===== src/rtl/mem_bus_arbiter_pkg.sv =====
// rtl/mem_bus_arbiter_pkg.sv - shared state encoding and default widths for the memory bus arbiter
package mem_bus_arbiter_pkg;

    localparam int ADDR_W_DEF         = 32;
    localparam int DATA_W_DEF         = 64;
    localparam int MAX_LSU_STREAK_DEF = 4;

    localparam logic [1:0] IDLE   = 2'd0;
    localparam logic [1:0] IFU_RD = 2'd1;
    localparam logic [1:0] LSU_RD = 2'd2;
    localparam logic [1:0] LSU_WR = 2'd3;

endpackage


===== src/rtl/mem_arb_streak_cnt.sv =====
// rtl/mem_arb_streak_cnt.sv - saturating count of LSU grants made while the IFU is kept waiting
module mem_arb_streak_cnt #(
    parameter int MAX = 4
) (
    input  logic clk,
    input  logic rst,
    input  logic inc,
    input  logic clr,
    output logic sat
);

    localparam int CW = $clog2(MAX + 1);

    logic [CW-1:0] cnt;

    always_ff @(posedge clk or posedge rst) begin
        if (rst) begin
            cnt <= '0;
        end else if (clr) begin
            cnt <= '0;
        end else if (inc && !sat) begin
            cnt <= cnt + CW'(1);
        end
    end

    assign sat = (cnt == CW'(MAX));

endmodule


===== src/rtl/mem_bus_arbiter.sv =====
// rtl/mem_bus_arbiter.sv - shares the core memory bus between IFU reads and LSU reads/writes
module mem_bus_arbiter
    import mem_bus_arbiter_pkg::*;
#(
    parameter int ADDR_W         = ADDR_W_DEF,
    parameter int DATA_W         = DATA_W_DEF,
    parameter int MAX_LSU_STREAK = MAX_LSU_STREAK_DEF
) (
    input  logic                clk,
    input  logic                rst,
    input  logic                ifu_r_ready,
    input  logic [ADDR_W-1:0]   ifu_r_addr,
    output logic                ifu_gnt,
    output logic                ifu_r_valid,
    output logic [DATA_W-1:0]   ifu_r_data,
    input  logic                lsu_r_ready,
    input  logic                lsu_w_valid,
    input  logic [ADDR_W-1:0]   lsu_addr,
    input  logic [DATA_W-1:0]   lsu_w_data,
    input  logic [DATA_W/8-1:0] lsu_w_strb,
    output logic                lsu_gnt,
    output logic                lsu_r_valid,
    output logic [DATA_W-1:0]   lsu_r_data,
    output logic                lsu_w_ready,
    output logic                lsu_idle,
    output logic                mem_r_ready,
    output logic [ADDR_W-1:0]   mem_r_addr,
    input  logic                mem_r_valid,
    input  logic [DATA_W-1:0]   mem_r_data,
    output logic                mem_w_valid,
    output logic [ADDR_W-1:0]   mem_w_addr,
    output logic [DATA_W-1:0]   mem_w_data,
    output logic [DATA_W/8-1:0] mem_w_strb,
    input  logic                mem_w_ready
);

    localparam int STRB_W = DATA_W / 8;

    logic [1:0]        state;
    logic [1:0]        state_nxt;
    logic [ADDR_W-1:0] addr_q;
    logic [DATA_W-1:0] wdata_q;
    logic [STRB_W-1:0] wstrb_q;
    logic              can_grant;
    logic              lsu_req;
    logic              streak_sat;
    logic              ifu_grant;
    logic              lsu_grant;

    // Grants are suppressed while reset is held so every output sits at its reset value.
    assign can_grant = (state == IDLE) && !rst;
    assign lsu_req   = lsu_w_valid || lsu_r_ready;
    assign lsu_grant = can_grant && lsu_req && !(ifu_r_ready && streak_sat);
    assign ifu_grant = can_grant && ifu_r_ready && !lsu_grant;
    assign ifu_gnt   = ifu_grant;
    assign lsu_gnt   = lsu_grant;

    mem_arb_streak_cnt #(
        .MAX (MAX_LSU_STREAK)
    ) u_streak (
        .clk (clk),
        .rst (rst),
        .inc (lsu_grant && ifu_r_ready),
        .clr (ifu_grant || (lsu_grant && !ifu_r_ready)),
        .sat (streak_sat)
    );

    always_ff @(posedge clk or posedge rst) begin
        if (rst) begin
            addr_q  <= '0;
            wdata_q <= '0;
            wstrb_q <= '0;
        end else if (ifu_grant || lsu_grant) begin
            addr_q  <= lsu_grant ? lsu_addr : ifu_r_addr;
            wdata_q <= lsu_w_data;
            wstrb_q <= lsu_w_strb;
        end
    end

    always_comb begin
        state_nxt = state;
        case (state)
            IDLE: begin
                if (lsu_grant) begin
                    state_nxt = lsu_w_valid ? LSU_WR : LSU_RD;
                end else if (ifu_grant) begin
                    state_nxt = IFU_RD;
                end
            end
            IFU_RD, LSU_RD: if (mem_r_valid) state_nxt = IDLE;
            LSU_WR:         if (mem_w_ready) state_nxt = IDLE;
            default:        state_nxt = IDLE;
        endcase
    end

    always_ff @(posedge clk or posedge rst) begin
        if (rst) begin
            state <= IDLE;
        end else begin
            state <= state_nxt;
        end
    end

    // Responses of the wrong kind for the current state never reach a requester.
    assign ifu_r_valid = (state == IFU_RD) && mem_r_valid;
    assign ifu_r_data  = ifu_r_valid ? mem_r_data : '0;
    assign lsu_r_valid = (state == LSU_RD) && mem_r_valid;
    assign lsu_r_data  = lsu_r_valid ? mem_r_data : '0;
    assign lsu_w_ready = (state == LSU_WR) && mem_w_ready;
    assign lsu_idle    = !(lsu_grant || state == LSU_RD || state == LSU_WR);

    assign mem_r_ready = (state == IFU_RD) || (state == LSU_RD);
    assign mem_r_addr  = mem_r_ready ? addr_q : '0;
    assign mem_w_valid = (state == LSU_WR);
    assign mem_w_addr  = mem_w_valid ? addr_q : '0;
    assign mem_w_data  = mem_w_valid ? wdata_q : '0;
    assign mem_w_strb  = mem_w_valid ? wstrb_q : '0;

    a_lsu_rw_exclusive: assert property (@(posedge clk) disable iff (rst)
        !(lsu_w_valid && lsu_r_ready))
        else $warning("lsu_w_valid and lsu_r_ready both high, write takes priority");

    a_ifu_req_held: assert property (@(posedge clk) disable iff (rst)
        (ifu_r_ready && !ifu_gnt) |=> ifu_r_ready)
        else $error("IFU request dropped before ifu_gnt");

    a_lsu_req_held: assert property (@(posedge clk) disable iff (rst)
        (lsu_req && !lsu_gnt) |=> (lsu_w_valid || lsu_r_ready))
        else $error("LSU request dropped before lsu_gnt");

endmodule


===== config.mk =====
export PLATFORM = sky130hd
export DESIGN_NAME = mem_bus_arbiter
export DESIGN_NICKNAME = d
export VERILOG_FILES = /design/src/rtl/mem_bus_arbiter_pkg.sv /design/src/rtl/mem_arb_streak_cnt.sv /design/src/rtl/mem_bus_arbiter.sv
export SDC_FILE = /design/constraint.sdc
export NUM_CORES = 1
export LEC_CHECK = 0
export BUFFER_PORTS_ARGS = -buffer_cell sky130_fd_sc_hd__buf_2
export CAP_MARGIN = 20
export CORE_AREA = 3 3 183 185
export CTS_CLUSTER_SIZE = 30
export DETAILED_ROUTE_END_ITERATION = 16
export DIE_AREA = 0 0 186 188
export PLACE_DENSITY = 0.46
export SLEW_MARGIN = 20
export SYNTH_ARGS = -nofsm -noshare
export SYNTH_HDL_FRONTEND = slang
export SYNTH_SLANG_ARGS = --single-unit

===== constraint.sdc =====
create_clock -name clk -period 3.85 [get_ports clk]
set_clock_uncertainty 0.2 [all_clocks]
set_input_delay 0.77 -clock clk [delete_from_list [all_inputs] [get_ports clk]]
set_output_delay 0.77 -clock clk [all_outputs]
set_load 0.02 [all_outputs]

Word level (Yosys, flattened, before mapping)
Index checks and enable logic that the tools add are counted.
{"block": "totals", "register_bits": 109, "inputBits": 207, "word_cells": 56}
{"block": "op_classes", "add_sub_neg": 1, "n_eq_ne": 7, "muxes": 15, "reduce_logical": 28}
{"op": "$mux 64", "n": 3}
{"op": "$mux 32", "n": 3}
{"op": "$logic_and 1x1->1", "n": 12}
{"op": "$mux 2", "n": 4}
{"op": "$mux 8", "n": 1}
{"op": "$logic_not 1->1", "n": 6}
{"op": "$logic_or 1x1->1", "n": 6}
{"op": "$mux 3", "n": 2}
{"op": "$pmux 2 s3", "n": 1}
{"op": "$eq 2x2->1 const B", "n": 2}
{"op": "$add 3x1->3 const B", "n": 1}
{"op": "$eq 3x3->1 const B", "n": 1}
{"op": "$ne 3x3->1 const B", "n": 1}
{"op": "$reduce_and 3->1", "n": 1}
{"op": "$eq 2x1->1 const B", "n": 1}
{"op": "$logic_not 2->1", "n": 1}
{"op": "$ne 2x1->1 const B", "n": 1}
{"op": "$ne 2x2->1 const B", "n": 1}
{"op": "$reduce_bool 2->1", "n": 1}
{"op": "$reduce_or 2->1", "n": 1}
{"op": "$mux 1", "n": 1}

Depth between registers and ports, before layout
Gate-level depths: netlist (run 1).
{"block": "logic_depth", "word_depth": 9, "mapped_depth": 8}

Hierarchy
Synthesis (run 1) repeated with hierarchy kept, for this count alone.
{"block": "hier_totals", "hier_cells": 612, "hier_area_um2": 6292.3}
{"mod": "mem_bus_arbiter", "n_inst": 1, "cells_each": 593, "area_each_um2": 6090.8, "seq_area_each_um2": 2652.5}
{"mod": "mem_arb_streak_cnt", "n_inst": 1, "cells_each": 19, "area_each_um2": 201.4, "seq_area_each_um2": 75.1}

Worst setup path after synthesis (run 1)
No wires, ideal clock.
{"block": "synth_path", "kind": "input to output", "startpoint": "in lsu_r_ready", "endpoint": "out lsu_idle", "t_arrival_ps": 2026, "required_time_ps": 2880, "path_slack_ps": 854, "stages": 5, "path_buffers": 2, "cell_sequence": "or2_2 -> and3_1 -> buf_2 -> buf_2 -> nor3_1"}
{"block": "synth_via", "elab_chain_len": 6}
{"element": "from (decl)", "line_no": "mem_bus_arbiter.sv:16", "rtl": "input logic lsu_r_ready,"}
{"element": "$logic_or 1x1->1", "line_no": "mem_bus_arbiter.sv:52", "rtl": "assign lsu_req = lsu_w_valid || lsu_r_ready;"}
{"element": "$logic_and 1x1->1 (2 in series)", "line_no": "mem_bus_arbiter.sv:53", "rtl": "assign lsu_grant = can_grant && lsu_req && !(ifu_r_ready && streak_sat);"}
{"element": "named net lsu_gnt", "line_no": "mem_bus_arbiter.sv:21", "rtl": "output logic lsu_gnt,"}
{"element": "$logic_or 1x1->1 (2 in series)", "line_no": "mem_bus_arbiter.sv:110", "rtl": "assign lsu_idle = !(lsu_grant || state == LSU_RD || state == LSU_WR);"}
{"element": "$logic_not 1->1", "line_no": "mem_bus_arbiter.sv:110"}
{"element": "to (decl)", "line_no": "mem_bus_arbiter.sv:25", "rtl": "output logic lsu_idle,"}
The timed path passes the listed nets, and every way through them passes these cells.

Final worst setup path (run 1)
{"block": "layout_path", "startpoint": "reg state[1]", "endpoint": "out ifu_gnt"}
{"block": "layout_via", "elab_chain_len": 6, "elab_cells_between_ends": 7, "cone_classes": "reduce/logical: 7"}
{"element": "from (decl)", "line_no": "mem_bus_arbiter.sv:39", "rtl": "logic [1:0] state;"}
{"element": "from (signal assigned)", "line_no": "mem_bus_arbiter.sv:100", "rtl": "state <= state_nxt;"}
{"element": "$logic_not 2->1 (*)", "line_no": "mem_bus_arbiter.sv:51", "rtl": "assign can_grant = (state == IDLE) && !rst;"}
{"element": "$logic_and 1x1->1 (*)", "line_no": "mem_bus_arbiter.sv:51"}
{"element": "$logic_and 1x1->1 (2 in series)", "line_no": "mem_bus_arbiter.sv:53"}
{"element": "$logic_not 1->1", "line_no": "mem_bus_arbiter.sv:54", "rtl": "assign ifu_grant = can_grant && ifu_r_ready && !lsu_grant;"}
{"element": "$logic_and 1x1->1 (*)", "line_no": "mem_bus_arbiter.sv:54"}
{"element": "to (decl)", "line_no": "mem_bus_arbiter.sv:13", "rtl": "output logic ifu_gnt,"}
Every way passes the cells marked *; elsewhere a longest branch is shown, timed or not.

==> impl_metrics.ini, run 1 <==
[outcome]
status = finished clean

[global_routing]
grt_overflow = 0
grt_max_degree = 86
antenna_found_initial = 2
grtUsageTotal = 0.133
grt_pass1_vias = 6174
grt_pass1_wl_mm = 36.6

[min_path]
worstHoldEndpoint = wdata_q[57]
worst_hold_startpoint = wdata_q[57]
min_path_cells = 1
hold_path_class = register to register

[clock_network]
clockRootBuffer = clkbuf_16
htreeDepth = 3
tritoncts = yes
cts_hold_buf = 0
clk_pin_slew_worst_paths_ns = 0.09
clkSinkCount = 109
clk_latency_ns = 0.36
cts_resized = 0
postCtsSetupBuffers = 0
max-clock-path-buffers = 2
cts_buffers = 9

[detailed_routing]
first_iter_violations = 299
wl_per_cell_um = 17.1
drc = 0
wl_mm = 25.2
drtAntennaViolNets = 0
dr.pass1.iters = 4
vias_per_cell = 4.29
vias = 6304

[setup_path]
timing.rr.start = state[1]
cp_data_arrival_time_ns = 2.28
crit_path_end_kind = primary output
cp-start-kind = register
cp_max_fo = 29
path_class = register to primary output
worstSetupStartpoint = state[1]
r2r_setup_slack_ns = 1.03
required_ns = 2.88
worstReg2RegEnd = wdata_q[57]
reg2regPathDepth = 6

[logic_synthesis]
synth_compound_area_frac = 0.0926
yosys.area_share.adder = 0.0134
yosysSeqAreaShare = 0.417
ys_warn_count = 0
yosys.area_share.simple = 0.269
syn_avg_cell_area_um2 = 10.6
syn_inst = 619
synth_xor_area_frac = 0
synth_edf_count = 0
synth_cell_type_count = 29
synth_top_area_frac = 0.417
synth_area_um2 = 6540
synth_ff_type = dfrtp_1
synthMuxAreaShare = 0.156
async_flop_share = 1.00
synth_top_family_by_area = simple AND/OR/NAND/NOR gates
ys_top_cells_by_area = dfrtp_1 42%, and2_1 13%, and3_1 12%, mux2_4 11%, a221o_1 4.9%
synth_top_cell_by_area = dfrtp_1
syn_nets = 833
ys_seq_elements = 109

[floorplanning]
die_area_um2 = 35000
die_y_um = 188
fp.coreArea_um2 = 32200
rows = 66
initial_core_util = 0.203
die_w_um = 186
io_pins = 479

[power_and_ir_drop]
clkPwrFrac = 0.152
total_power_mw = 6.67
power_switching_mw = 2.84
powerDensity_nw_per_um2 = 693
switching_share = 0.426
seq_power_share = 0.306
vdd_drop_max_uv = 292
power.share.combinational = 0.542
p_leak_nw = 5.76
internal-power_mw = 3.83

[sta]
period_share = 0.845
setup_viol = 0
fmax_mhz = 307
min_period_ns = 3.25
relSlewSlack = 0.445
finalHoldViolCount = 0
rsz0062_at_grt = false
tns_ns = 0
worst_pin_slew_ns = 0.832
drv_slew = 0

[placement]
hpwl_mm = 19.1
io_buffers = 478
gp_congestion = 0.766

[layout]
num_antenna_cells = 0
final_common_cell = buf_2
final_cell_mix = 478 x buf_2, 139 x and2_1, 130 x and3_1
final_layout_size_suffix_gt1_frac = 0.553
syn_to_final_growth_pct = 47.2
nets = 1272

[job]
maxCapViolations = 0
[kinds of logic (layout without fill, tap and decap cells)]
logic type / Yosys count / in the layout
simple gates: 282 / 282
flops: 109 / 109
buf+inv: 76 / 520
mux: 75 / 75
compound gates: 70 / 70
fa+ha+maj: 7 / 7
[cell type report]
class                           count  area (µm²)
Fill cell                        3449       22600
Multi-Input combinational cell    434        3480
Sequential cell                   109        2730
Timing Repair Buffer              494        2560
Tap cell                          408         510
Clock buffer                        9         225
Clock inverter                      7        83.8
Inverter                           10        40.0
[cells in the mapped netlist, types with 2 or more instances]
master and count:
clkbuf_1 52, and2_1 139, dfrtp_1 109, mux2_4 47, mux2_2 26, a221o_1 32
buf_2 7, buf_6 6, inv_1 10, nand2_1 2, nand2b_1 2, mux2i_1 2
ha_1 7, a21boi_0 32, o22ai_1 2, nand4_1 2, and3_1 130
[layer usage]
layer | share of wire | global-route usage
met2 | 0.53 | 0.257
met3 | 0.069 | 0.0287
met4 | 0.012 | 0.0281
met5 | 0.0011 | 0
met1 | 0.38 | 0.148
[per-stage QoR]
step | setup WS [ns] | instances | util | hold WS [ns] | instance area, µm²
global route | 0.446 | 1471 | 0.299 | 0.316 | 9630
global placement | 0.867 | 1455 | 0.289 | 0.282 | 9320
CTS | 0.555 | 1471 | 0.299 | 0.306 | 9630
finish | 0.597 | 1471 | 0.299 | 0.303 | 9630
detailed placement | 0.826 | 1455 | 0.289 | 0.285 | 9320
floorplan | 0.00605 | 619 | - | 0.272 | 6540
[registers in the layout, summed over array words and instances (netlist names)]
signal and flops:
state 2, wdata_q 64, wstrb_q 8, addr_q 32
u_streak.cnt 3
[critical path: stages, from the launching register on]
cell and delay, ns:
dfrtp_1 0.41, inv_1 0.13, ha_1 0.20, nor2b_2 0.40
buf_4 0.37, and3_1 0.23, buf_2 0.18
[worst max-delay path by stage]
stage	endpoint	slack (ns)	depth (start not counted)
detailed placement	ifu_gnt	0.83	5
CTS	ifu_gnt	0.55	6
floorplan	addr_q[0]	0.006	1
finish	ifu_gnt	0.60	6
global placement	ifu_gnt	0.87	5
global route	ifu_gnt	0.45	6
[power by group through the flow]
stage	combinational [mW]	sequential [mW]	clock, mW
detailed placement	3.68	2.05	0
global route	3.91	2.14	1.11
global placement	3.66	2.06	0
finish	3.61	2.04	1.01
floorplan	2.67	1.93	0
CTS	3.68	2.05	1.07
(Power assumes the default switching activity.)
==> run 2, diff against run 1 <==
- PLACE_DENSITY: 0.46 -> 0.44
- clock period: 3.85 -> 3.1 ns (I/O delays scaled with it)
==> run 2 against run 1 <==
Compared with the run above: clock-buffer cell count grew 1; cell count grew 0.20%; via count grew 1.6%; wire length grew 1.3%; setup slack lost 0.53 ns.
==> impl_metrics.ini, run 2 (synthesis gave the netlist of run 1 again) <==
[outcome]
status = finished clean

[layout]
regMostFlops = wdata_q
top_regs = wdata_q (64), addr_q (32), wstrb_q (8)
layout.cells.non_filler = 1474
largest_reg_flops = 64
fillers = 3477
syn_to_final_growth_pct = 48.6
final_cell_mix = 478 x buf_2, 139 x and2_1, 130 x and3_1
final_common_cell = buf_2
nets = 1274
final_layout_size_suffix_gt1_frac = 0.553

[detailed_routing]
drtAntennaViolNets = 0
vias_per_cell = 4.34
wl_per_cell_um = 17.3
drc = 0
dr.pass1.iters = 4
wl_mm = 25.5
first_iter_violations = 301
vias = 6403

[clock_network]
clk_latency_ns = 0.36
clk_pin_slew_worst_paths_ns = 0.09
postCtsSetupBuffers = 0
htreeDepth = 3
tritoncts = yes
clkSinkCount = 109
max-clock-path-buffers = 2
clockRootBuffer = clkbuf_16
cts_buffers = 9

[setup_path]
timing.rr.start = state[0]
path_class = primary input to primary output
slowest_stage = dlygate4sd3_1
path_cells = dlygate4sd3_1 -> buf_2 -> nor2b_2 -> and3_1 -> buf_6 -> buf_2
required_ns = 2.28
max_stage_delay_ns = 0.56
cpMostUsedCell = buf_2
crit_path_end_kind = primary output
crit_buf_inv = 4
worstSetupStartpoint = rst
cp_data_arrival_time_ns = 2.21
cp-start-kind = primary input
critPathTopFamily = buffers and inverters
cp_max_fo = 33

[sta]
period_share = 0.978
fmax_mhz = 330
setup_viol = 0
drv_slew = 0
min_period_ns = 3.03
worst_pin_slew_ns = 0.535
finalHoldViolCount = 0
tns_ns = 0
relSlewSlack = 0.643
rsz0062_at_grt = false

[global_routing]
grt_max_degree = 97
grtUsageTotal = 0.136
grt_pass1_wl_mm = 36.8
antenna_found_initial = 2
grt_pass1_vias = 6189
grt_overflow = 0

[power_and_ir_drop]
clkPwrFrac = 0.159
power.share.combinational = 0.540
seq_power_share = 0.301
power_switching_mw = 3.52
powerDensity_nw_per_um2 = 872
p_leak_nw = 5.79
vdd_drop_max_uv = 405
switching_share = 0.416
internal-power_mw = 4.95

[floorplanning]
initial_core_util = 0.203
rows = 66
die_y_um = 188
fp.coreArea_um2 = 32200
die_area_um2 = 35000
die_w_um = 186
io_pins = 479

[min_path]
worst_hold_startpoint = lsu_w_data[31]
hold_path_class = primary input to register

[job]
maxCapViolations = 0

[placement]
hpwl_mm = 19.3
io_buffers = 478
gp_congestion = 0.772
dp_cells = 1456
==> run 2: power by group through the flow <==
stage                     Clock [mW]  Combinational, mW  Sequential, mW
final                           1.34               4.57            2.55
after global routing            1.47               4.96            2.66
after CTS                       1.41               4.64            2.56
after detailed placement           0               4.64            2.56
after global placement             0               4.59            2.58
after floorplan                    0               3.31            2.39
==> run 2: per-layer routing <==
layer  share of wire  track usage
met1            0.38        0.153
met2            0.53        0.254
met3           0.078       0.0357
met4           0.011       0.0324
met5          0.0011            0
==> run 2: stage by stage <==
step / power, mW / area (µm²) / util / hold WS (ns) / setup WS [ns]
detailed placement: 7.20 / 9350 / 0.290 / 0.286 / 0.488
finish: 8.47 / 9710 / 0.302 / 0.269 / 0.0679
global placement: 7.17 / 9350 / 0.290 / 0.283 / 0.508
CTS: 8.61 / 9700 / 0.301 / 0.253 / 0.0153
floorplan: 5.71 / 6540 / - / 0.272 / 0.346
global route: 9.09 / 9710 / 0.302 / 0.254 / 0.0103
==> run 2: layout make-up <==
class | count | area (µm²) | share of cell area
Clock inverter | 6 | 104 | 0.0107
Multi-Input combinational cell | 434 | 3480 | 0.358
Sequential cell | 109 | 2730 | 0.281
Tap cell | 408 | 510 | 0.0526
Clock buffer | 10 | 239 | 0.0246
Antenna cell | 1 | 2.50 | 0.000258
Inverter | 10 | 41.3 | 0.00425
Timing Repair Buffer | 496 | 2610 | 0.269
==> run 2: path summary, 6_finish.rpt <==
| check | end | cells past startpoint | slack, ns |
|---|---|---|---|
| max | lsu_gnt | 6 | 0.07 |
| min | wdata_q[31] | 2 | 0.27 |
| max reg2reg | wdata_q[58] | 7 | 0.60 |
| min reg2reg | wdata_q[3] | 1 | 0.30 |
| max in group asynchronous | wdata_q[2] | 4 | 1.50 |
| min in group asynchronous | wstrb_q[1] | 3 | 0.59 |
==> run 2: repair_timing <==
item	4_1_cts	5_1_grt
hold endpoints to repair	5	0
setup endpoints to repair	0	2
gates resized for setup	0	2
hold buffers	1	0
